==> config.mk <==
export PLATFORM = sky130hd
export DESIGN_NAME = axis_integrator
export DESIGN_NICKNAME = d
export VERILOG_FILES = /design/src/rtl/axis_integrator.sv
export SDC_FILE = /design/constraint.sdc
export NUM_CORES = 1
export LEC_CHECK = 0
export ABC_AREA = 1
export CORE_MARGIN = 4
export CORE_UTILIZATION = 50
export CTS_CLUSTER_SIZE = 10
export DETAILED_ROUTE_END_ITERATION = 10
export PLACE_DENSITY = 0.82
export SKIP_CTS_REPAIR_TIMING = 1
export SKIP_LAST_GASP = 1
export SYNTH_ARGS = -nofsm -noshare
export SYNTH_HDL_FRONTEND = slang
export SYNTH_SLANG_ARGS = --single-unit
==> constraint.sdc <==
create_clock -name aclk -period 10.95 [get_ports aclk]
set_clock_uncertainty 0.15 [all_clocks]
set_input_delay 3.285 -clock aclk [delete_from_list [all_inputs] [get_ports aclk]]
set_output_delay 3.285 -clock aclk [all_outputs]
set_load 0.03 [all_outputs]
==> src/rtl/axis_integrator.sv <==
// Streaming running-sum integrator with a registered 2-entry (output + skid) buffer.
// Optional signed saturation and sat_flag port when AXIS_INTEGRATOR_SATURATE_EN is defined.
module axis_integrator #(
  parameter int AXIS_TDATA_WIDTH = 32
) (
  input  logic                        aclk,
  input  logic                        areset,
  input  logic                        clear,
  input  logic [AXIS_TDATA_WIDTH-1:0] S_AXIS_tdata,
  input  logic                        S_AXIS_tvalid,
  output logic                        S_AXIS_tready,
`ifdef AXIS_INTEGRATOR_SATURATE_EN
  output logic                        sat_flag,
`endif
  output logic [AXIS_TDATA_WIDTH-1:0] M_AXIS_tdata,
  output logic                        M_AXIS_tvalid,
  input  logic                        M_AXIS_tready
);
  localparam int W = AXIS_TDATA_WIDTH;

  typedef enum logic [1:0] {ST_EMPTY, ST_ONE, ST_FULL} state_t;

  state_t         r_state;
  logic [W-1:0]   r_acc;
  logic [W-1:0]   r_or;
  logic [W-1:0]   r_sk;
  logic           r_tready;

  state_t         w_next_state;
  logic           w_in_xfer;
  logic           w_out_xfer;
  logic [W-1:0]   w_base;
  logic [W-1:0]   w_sum;

  assign w_in_xfer  = S_AXIS_tvalid & r_tready;
  assign w_out_xfer = (r_state != ST_EMPTY) & M_AXIS_tready;
  assign w_base     = clear ? '0 : r_acc;

`ifdef AXIS_INTEGRATOR_SATURATE_EN
  logic [W:0] w_wide;
  logic       w_ovf;
  logic       r_sat;

  // One extra bit exposes signed overflow: the top two bits disagree.
  assign w_wide = {w_base[W-1], w_base} + {S_AXIS_tdata[W-1], S_AXIS_tdata};
  assign w_ovf  = w_wide[W] ^ w_wide[W-1];
  assign w_sum  = !w_ovf     ? w_wide[W-1:0] :
                  w_wide[W]  ? {1'b1, {(W-1){1'b0}}} :
                               {1'b0, {(W-1){1'b1}}};
  assign sat_flag = r_sat;

  always_ff @(posedge aclk or posedge areset) begin
    if (areset) r_sat <= 1'b0;
    else        r_sat <= w_in_xfer & w_ovf;
  end
`else
  assign w_sum = w_base + S_AXIS_tdata;
`endif

  always_comb begin
    // NOTE: default assignment first so every path drives w_next_state and no latch is inferred.
    w_next_state = r_state;
    case (r_state)
      ST_EMPTY: if (w_in_xfer) w_next_state = ST_ONE;
      ST_ONE: begin
        if (w_in_xfer && !w_out_xfer)      w_next_state = ST_FULL;
        else if (!w_in_xfer && w_out_xfer) w_next_state = ST_EMPTY;
      end
      ST_FULL:  if (w_out_xfer) w_next_state = ST_ONE;
      default:  w_next_state = ST_EMPTY;
    endcase
  end

  always_ff @(posedge aclk or posedge areset) begin
    if (areset) begin
      r_state  <= ST_EMPTY;
      r_acc    <= '0;
      r_or     <= '0;
      r_sk     <= '0;
      r_tready <= 1'b0;
    end else begin
      // NOTE: non-blocking assignments so every register samples pre-edge values.
      r_state  <= w_next_state;
      r_tready <= (w_next_state != ST_FULL);

      if (w_in_xfer)  r_acc <= w_sum;
      else if (clear) r_acc <= '0;

      case (r_state)
        ST_EMPTY: if (w_in_xfer) r_or <= w_sum;
        ST_ONE: begin
          if (w_in_xfer && w_out_xfer) r_or <= w_sum;
          else if (w_in_xfer)          r_sk <= w_sum;
        end
        ST_FULL:  if (w_out_xfer) r_or <= r_sk;
        default: ;
      endcase
    end
  end

  assign S_AXIS_tready = r_tready;
  assign M_AXIS_tvalid = (r_state != ST_EMPTY);
  assign M_AXIS_tdata  = r_or;

endmodule

# Yosys cells after proc, flatten, opt, wreduce, memory -nomap -nowiden
# Index checks and enable logic that the tools add are counted.
[totals]
register_bits = 99
latch_bits = 0
mem_bits_rw = 0
romBits = 0
out_inout_bits = 34
mem_count = 0
[op_classes]
add_sub_neg = 1
n_mul = 0
div = 0
n_lt_le_gt_ge = 0
n_eq_ne = 6
n_shift = 0
mux = 11
bitwise_logic = 3
n_reduce_logical = 10
[op_table]
columns = ["operator", "count"]
rows = [
  ["32-bit 2-to-1 mux", 5],
  ["32-bit one-hot mux with 3 select lines", 1],
  ["32-bit adder", 1],
  ["2-bit 2-to-1 mux", 4],
  ["2-bit inequality test, second input constant", 4],
  ["2-bit one-hot mux with 3 select lines", 1],
  ["4-bit AND reduction", 1],
  ["1-bit logical AND", 3],
  ["3-bit AND reduction", 1],
  ["3-bit nonzero test", 1],
  ["1-bit bitwise AND", 2],
  ["2-bit by 1-bit equality test with 1-bit output, second input constant", 1],
  ["2-bit equality test, second input constant", 1],
  ["1-bit zero test", 2],
  ["2-bit zero test", 1],
  ["2-bit nonzero test", 1],
  ["1-bit NOT", 1],
]

# Depth between registers and ports, before layout
# Gate-level depths: netlist (run 1).
[depth]
word_depth = 7
depth_mapped = 17
depth_no_buf = 16

# Least setup slack after synthesis (run 1)
# No wires, ideal clock.
[synth_path]
path_type = "input -> register"
start = "input clear"
end = "register r_or[24] (netlist: M_AXIS_tdata[24])"
t_arrival_ns = 5.306
path_slack_ns = 5.377
cell_stages = 17
n_path_buf = 2
cell_sequence = "buf_2 -> buf_1 -> nor2_1 -> ha_1 -> fa_1 -> nand3_1 -> nand3_1 -> nand2_1 -> nand2_1 -> nand2_1 -> nand2_1 -> nand2_1 -> nand2_1 -> nand2_1 -> nand3_1 -> nand2_1 -> nand2_1"
[synth_between]
elab_chain_len = 4
[synth_lines]
columns = ["element", "line", "source"]
rows = [
  ["start, declared", "8", "input logic clear,"],
  ["32-bit 2-to-1 mux *", "-", ""],
  ["32-bit adder *", "57", "assign w_sum = w_base + S_AXIS_tdata;"],
  ["32-bit 2-to-1 mux, on equally long branches", "92, 90", ""],
  ["32-bit one-hot mux with 3 select lines *", "89", "case (r_state)"],
  ["end signal, assigned", "90", "ST_EMPTY: if (w_in_xfer) r_or <= w_sum;"],
  ["end signal, assigned", "92", "if (w_in_xfer && w_out_xfer) r_or <= w_sum;"],
  ["end signal, assigned", "95", "ST_FULL: if (w_out_xfer) r_or <= r_sk;"],
  ["end, declared", "25", "logic [W-1:0] r_or;"],
]
# Mark *: on every way between the ends. The rest lies on a longest branch, timed or not. The select of a mux whose other input is x is not followed.
# A chain may end at the register's enable or synchronous reset.

# Worst setup path in the final report (run 1)
[layout_path]
start = "input S_AXIS_tvalid"
end = "register r_tready (netlist: S_AXIS_tready)"
[layout_between]
elab_chain_len = 7
[layout_lines]
columns = ["element", "line", "source"]
rows = [
  ["start, declared", "10", "input logic S_AXIS_tvalid,"],
  ["1-bit bitwise AND *", "35", "assign w_in_xfer = S_AXIS_tvalid & r_tready;"],
  ["1-bit zero test", "67", "else if (!w_in_xfer && w_out_xfer) w_next_state = ST_EMPTY;"],
  ["1-bit logical AND", "67", ""],
  ["2-bit 2-to-1 mux", "67", ""],
  ["2-bit 2-to-1 mux", "66", "if (w_in_xfer && !w_out_xfer) w_next_state = ST_FULL;"],
  ["2-bit one-hot mux with 3 select lines *", "63", "case (r_state)"],
  ["via w_next_state[1]", "29", "state_t w_next_state;"],
  ["2-bit inequality test *", "84", "r_tready <= (w_next_state != ST_FULL);"],
  ["end signal, assigned", "84", ""],
  ["end, declared", "27", "logic r_tready;"],
]
# The timed path passes the listed nets; every way through them passes the cells marked *.

==> results.yml, run 1 <==
outcome:
  outcome: "finished clean"
die:
  die_width_um: 124
  placeableCoreArea_mm2: 0.0128
  rows: 41
  dieHeight_um: 124
  die_area_mm2: 0.0153
  start_util_pct: 52.0
  top_level_ports: 71
power_and_ir_drop:
  total_leakage_power_nw: 4.32
  ir_drop_v: 0.000111
  power_density_mw_per_mm2: 239
clocking:
  clkSlewWorstSetupHoldPaths_ns: 0.08
  worstSkewPairLatency_ns: 0.36
  cts_buffers: 9
  cts.sinks: 99
  htreeDepth: 3
  cts_tree: "done"
  ctsRootBufferMaster: "clkbuf_16"
  clockBufferDepth: 2
detailed_routing:
  vias: 6297
  vias_per_cell: 5.01
  dr_wl_met3_um: 884
  post-route-drc-count: 0
  drt-wirelength-per-cell_um: 13.4
  ant_nets: 0
  routed.top_layer: "met4"
  routedLengthMet1_um: 8300
  drt_wl_total_um: 16800
  met2_length_um: 7360
  drt-initial-drc-count: 603
  number_of_detailed_route_iterations_in_the_first_pass: 5
yosys:
  synth_top_cells_by_count: "377 x nand2_1, 172 x inv_1, 99 x dfrtp_1, 90 x nor2_1, 78 x nand3_1"
  syn_area_mm2: 0.00667
  post_synthesis_net_count: 1094
  area_share_of_and_or_nand_nor_cells_after_synthesis_pct: 33.6
  post_synth_inst_count: 1025
  syn_avg_cell_area_um2: 6.51
  synthMostInstantiatedCell: "nand2_1"
  synthDistinctLibCells: 29
  synth.yosys.warnings: 0
  synth_top_cell_by_area: "dfrtp_1"
  synth_enable_flop_cells: 0
  main_combinational_cell_family_by_area_after_synthesis: "simple AND/OR/NAND/NOR gates"
  synth-compound-area-share_pct: 9.30
  synth.mux.area_fraction_pct: 0
  post-synth-top-area-fraction_pct: 37.1
  synth.yosys.seq_area_share_pct: 37.1
  synth_area_leaders: "dfrtp_1 37%, nand2_1 21%, inv_1 9.7%"
  synth-async-reset-ratio_pct: 100
  synth_xor_area_share_pct: 2.10
  yosys_most_used_dff: "dfrtp_1"
  synthesized_area_fraction_occupied_by_adder_cells_pct: 6.12
  ys_ff_latch: 99
global_route:
  grt.total_usage_pct: 23.5
  grt_max_degree: 70
  grt_pass1_wl_um: 28000
  global_route.overflow_total: 0
  number_of_antenna_violations_at_the_first_check_in_global_routing: 0
  via_count_of_the_first_global_routing_pass: 5808
sta:
  final_critical_path_setup_slack_ns: 4.78
  worst_pin_slew_ns: 1.14
  rsz_0062_raised_after_global_routing: "no"
  maxClockFrequency_ghz: 0.162
  post-route-min-period_ns: 6.17
  report.final.setup_viol: 0
  worst_max_slew_margin_expressed_relative_to_the_limit_pct: 23.9
  final_min_period_over_clock_period_pct: 56.4
  final.setup.tns_ns: 0
  finalHoldViolations: 0
  report.final.slew_viol_count: 0
layout:
  nNetsFinal: 1150
  utilization_of_the_core_after_routing_pct: 60.8
  post_route_cells_drive_above_1_share_pct: 2.58
  postLayoutCellArea_mm2: 0.00779
  area.growth.synth_to_final_pct: 16.8
  n_antenna_cell: 0
  seqCellArea_mm2: 0.00248
  fillers: 1216
  multi_input_area_mm2: 0.00341
worst_setup_path:
  critPathArrivalTime_ns: 6.27
  timing.critical_path.required_ns: 11.05
  criticalPathCategory: "primary input to flip-flop"
  worstPathMaxFanout: 46
  kind_of_start_point_of_the_critical_path: "primary input"
  critical_path.endpoint_type: "flip-flop"
place:
  detailedPlace.worstSlack_ns: 4.50
  place.gp.congestion: 0.967
  detailedPlacementHpwl_um: 12600
  post_dp_cell_area_mm2: 0.00748
  buffer_ports.inserted: 70
flow_run:
  number_of_violations_of_the_max_capacitance_limit: 0
worst_hold_path:
  hold_path_class: "flip-flop to flip-flop"
-- metrics by stage --
stage / hold slack (ns) / total power [mW] / std cells
2_1_floorplan: 0.292 / 1.25 / 1025
3_3_place_gp: 0.309 / 1.51 / 1242
3_5_place_dp: 0.314 / 1.53 / 1242
4_1_cts: 0.335 / 1.87 / 1258
5_1_grt: 0.344 / 2.01 / 1258
6_report: 0.329 / 1.86 / 1258
-- critical path, stage by stage --
cell and delay [ns]:
clkdlybuf4s50_1 0.47, nand2_2 0.42, nor2_1 0.27, inv_2 0.09, nor3_4 0.87, inv_2 0.54
o21ai_0 0.24, inv_1 0.06
-- power breakdown --
group          internal [mW]  switching, mW
Clock                  0.167          0.161
Sequential             0.525         0.0683
Combinational          0.336          0.606
Total                   1.03          0.835
-- state kept, by name, summed over array words and instances, names as in the netlist --
name / count
M_AXIS_tdata: 32
r_acc: 32
r_sk: 32
r_state: 2
S_AXIS_tready: 1
-- layout by cell type, fill, tap and decap left out, drive strengths merged --
master / n
clkdlybuf4s50: 70
a21oi: 39
dfrtp: 99
nand2: 378
nor3: 7
nand3: 78
clkbuf: 10
o21bai: 1
fa: 1
xnor2: 12
clkinv: 3
o21ai: 59
nor2: 91
a21o: 3
o21a: 4
nand3b: 2
xor2: 4
inv: 180
ha: 31
a31oi: 7
o211ai: 2
and2: 3
buf: 2
-- routing by layer --
layer | global-route usage (%) | vias to the layer above
li1 | - | 3271
met3 | 4.12 | 17
met5 | 0 | -
met4 | 5.95 | 0
met2 | 35.9 | 173
met1 | 34.6 | 2836
-- logic make-up (layout without fill, tap and decap cells) --
kind of cell | count (synthesis) | count (layout)
fa+ha+maj | 32 | 32
compound gates | 115 | 115
flops | 99 | 99
xor+xnor | 16 | 16
simple gates | 559 | 559
buf+inv | 204 | 265
-- cell type report --
| class | count | area share [%] |
|---|---|---|
| multi-input cells | 722 | 43.8 |
| flip-flops and latches | 99 | 31.8 |
| repair buffers | 72 | 9.19 |
| inverters | 177 | 8.56 |
| clock buffers | 10 | 3.07 |
| well taps | 172 | 2.76 |
| clock inverters | 6 | 0.867 |
-- worst paths after layout --
path / startpoint / to / slack, ns / cells past startpoint
min in group asynchronous: areset / M_AXIS_tdata[31] / 3.12 / 2
worst max register to register: r_state[0] / M_AXIS_tdata[4] / 7.61 / 7
max in group asynchronous: areset / M_AXIS_tdata[6] / 6.36 / 3
worst min-delay path: M_AXIS_tdata[11] / M_AXIS_tdata[11] / 0.33 / 2
worst max-delay path: S_AXIS_tvalid / S_AXIS_tready / 4.78 / 8
worst min register to register: M_AXIS_tdata[11] / M_AXIS_tdata[11] / 0.33 / 2
(Power assumes the default switching activity.)
==> run 2: changes to the inputs <==
Settings changed: PLACE_DENSITY 0.82 to 0.85.
Clock period 10.95 ns to 4.95 ns, I/O delays scaled along.
==> results.yml, run 2 (same netlist as run 1, synthesis figures left out) <==
outcome:
  outcome: "finished clean"
clocking:
  clkSlewWorstSetupHoldPaths_ns: 0.07
  ctsRootBufferMaster: "clkbuf_16"
  cts_buffers: 9
  cts.sinks: 99
  cts_tree: "done"
  htreeDepth: 3
  worstSkewPairLatency_ns: 0.36
  clockBufferDepth: 2
place:
  buffer_ports.inserted: 70
  place.gp.congestion: 0.935
  detailedPlacementHpwl_um: 13100
  detailedPlace.worstSlack_ns: 0.484
worst_hold_path:
  hold_path_class: "flip-flop to flip-flop"
sta:
  worst_hold_slack_ns: 0.327
  finalHoldViolations: 0
  report.final.setup_viol: 0
  worst_pin_slew_ns: 1.00
  report.final.slew_viol_count: 0
  final_min_period_over_clock_period_pct: 83.0
  maxClockFrequency_ghz: 0.243
  rsz_0062_raised_after_global_routing: "no"
  final.setup.tns_ns: 0
  post-route-min-period_ns: 4.11
  final_critical_path_setup_slack_ns: 0.840
  worst_max_slew_margin_expressed_relative_to_the_limit_pct: 33.1
global_route:
  grt_pass1_wl_um: 28400
  number_of_antenna_violations_at_the_first_check_in_global_routing: 0
  grt.total_usage_pct: 24.1
  via_count_of_the_first_global_routing_pass: 5826
  grt_max_degree: 82
  global_route.overflow_total: 0
die:
  die_width_um: 124
  top_level_ports: 71
  die_area_mm2: 0.0153
  placeableCoreArea_mm2: 0.0128
  rows: 41
  dieHeight_um: 124
  start_util_pct: 52.0
detailed_routing:
  number_of_detailed_route_iterations_in_the_first_pass: 5
  drt_wl_total_um: 17500
  ant_nets: 0
  vias_per_cell: 5.04
  drt-wirelength-per-cell_um: 13.9
  drt-initial-drc-count: 630
  post-route-drc-count: 0
  vias: 6355
layout:
  seqCellArea_mm2: 0.00248
  multi_input_area_mm2: 0.00341
  area.growth.synth_to_final_pct: 16.8
  n_antenna_cell: 0
  fillers: 1230
  utilization_of_the_core_after_routing_pct: 60.8
  nNetsFinal: 1154
  mostFrequentLayoutCell: "nand2_1"
  most-common-layout-cells: "377 x nand2_1, 171 x inv_1, 99 x dfrtp_1"
  post_route_cells_drive_above_1_share_pct: 2.84
power_and_ir_drop:
  total_leakage_power_nw: 4.33
  ir_drop_v: 0.000234
  total_power_mw: 4.10
  power_density_mw_per_mm2: 526
worst_setup_path:
  kind_of_start_point_of_the_critical_path: "primary input"
  criticalPathCategory: "primary input to flip-flop"
  ff2ff_setup_slack_ns: 1.76
  worstPathMaxFanout: 7
  critical_path.endpoint_type: "flip-flop"
  critPathArrivalTime_ns: 4.19
  timing.critical_path.required_ns: 5.03
flow_run:
  number_of_violations_of_the_max_capacitance_limit: 0
run 2: cell types whose count changed in the layout (fill, tap and decap cells not counted):
cell / delta
clkinv_2: +1
clkinv_8: -2
clkbuf_1: +1
inv_8: +1
inv_6: -2
clkbuf_8: -1
clkinv_4: +1
clkinvlp_4: +1
buf_4: +4
run 2: metrics by stage:
stage	std cells	area [um^2]
2_1_floorplan	1025	6670
3_3_place_gp	1246	7510
3_5_place_dp	1246	7510
4_1_cts	1262	7790
5_1_grt	1262	7790
6_report	1262	7790
run 2: layout make-up:
cell class / instances / area share (%)
multi-input cells: 722 / 43.7
flip-flops and latches: 99 / 31.8
clock inverters: 6 / 0.642
inverters: 177 / 8.56
clock buffers: 10 / 2.94
repair buffers: 76 / 9.57
well taps: 172 / 2.76
run 2: layer usage:
metal / GRT usage, % / routed length (um) / vias up
li1: - / - / 3279
met1: 35.5 / 8540 / 2852
met2: 36.7 / 7600 / 198
met3: 3.06 / 987 / 26
met4: 8.30 / 374 / 0
met5: 0 / 0 / -
run 2: power breakdown:
part	switching [mW]	internal, mW	leakage, nW
combinational	1.35	0.751	2.98
sequential	0.158	1.16	1.22
clock	0.333	0.348	0.135
run 2: critical path, stage by stage:
cell and delay (ns):
clkdlybuf4s50_1 0.60, inv_1 0.21, nand2_1 0.12, inv_1 0.04, ha_1 0.39, nand2_1 0.12
nor2_1 0.22, inv_1 0.07, nor3_1 0.27, nand3_1 0.27, nand2_1 0.16, nand2_1 0.07
nand3_1 0.06, o21ai_0 0.08
run 2: worst paths after layout:
| kind | from | endpoint | cells past startpoint |
|---|---|---|---|
| setup / recovery | clear | r_sk[25] | 14 |
| max in group asynchronous | areset | r_acc[4] | 3 |
| hold reg to reg | M_AXIS_tdata[19] | M_AXIS_tdata[19] | 2 |
| hold / removal | M_AXIS_tdata[19] | M_AXIS_tdata[19] | 2 |
| min in group asynchronous | areset | r_sk[31] | 2 |
| setup reg to reg | r_state[0] | M_AXIS_tdata[8] | 8 |
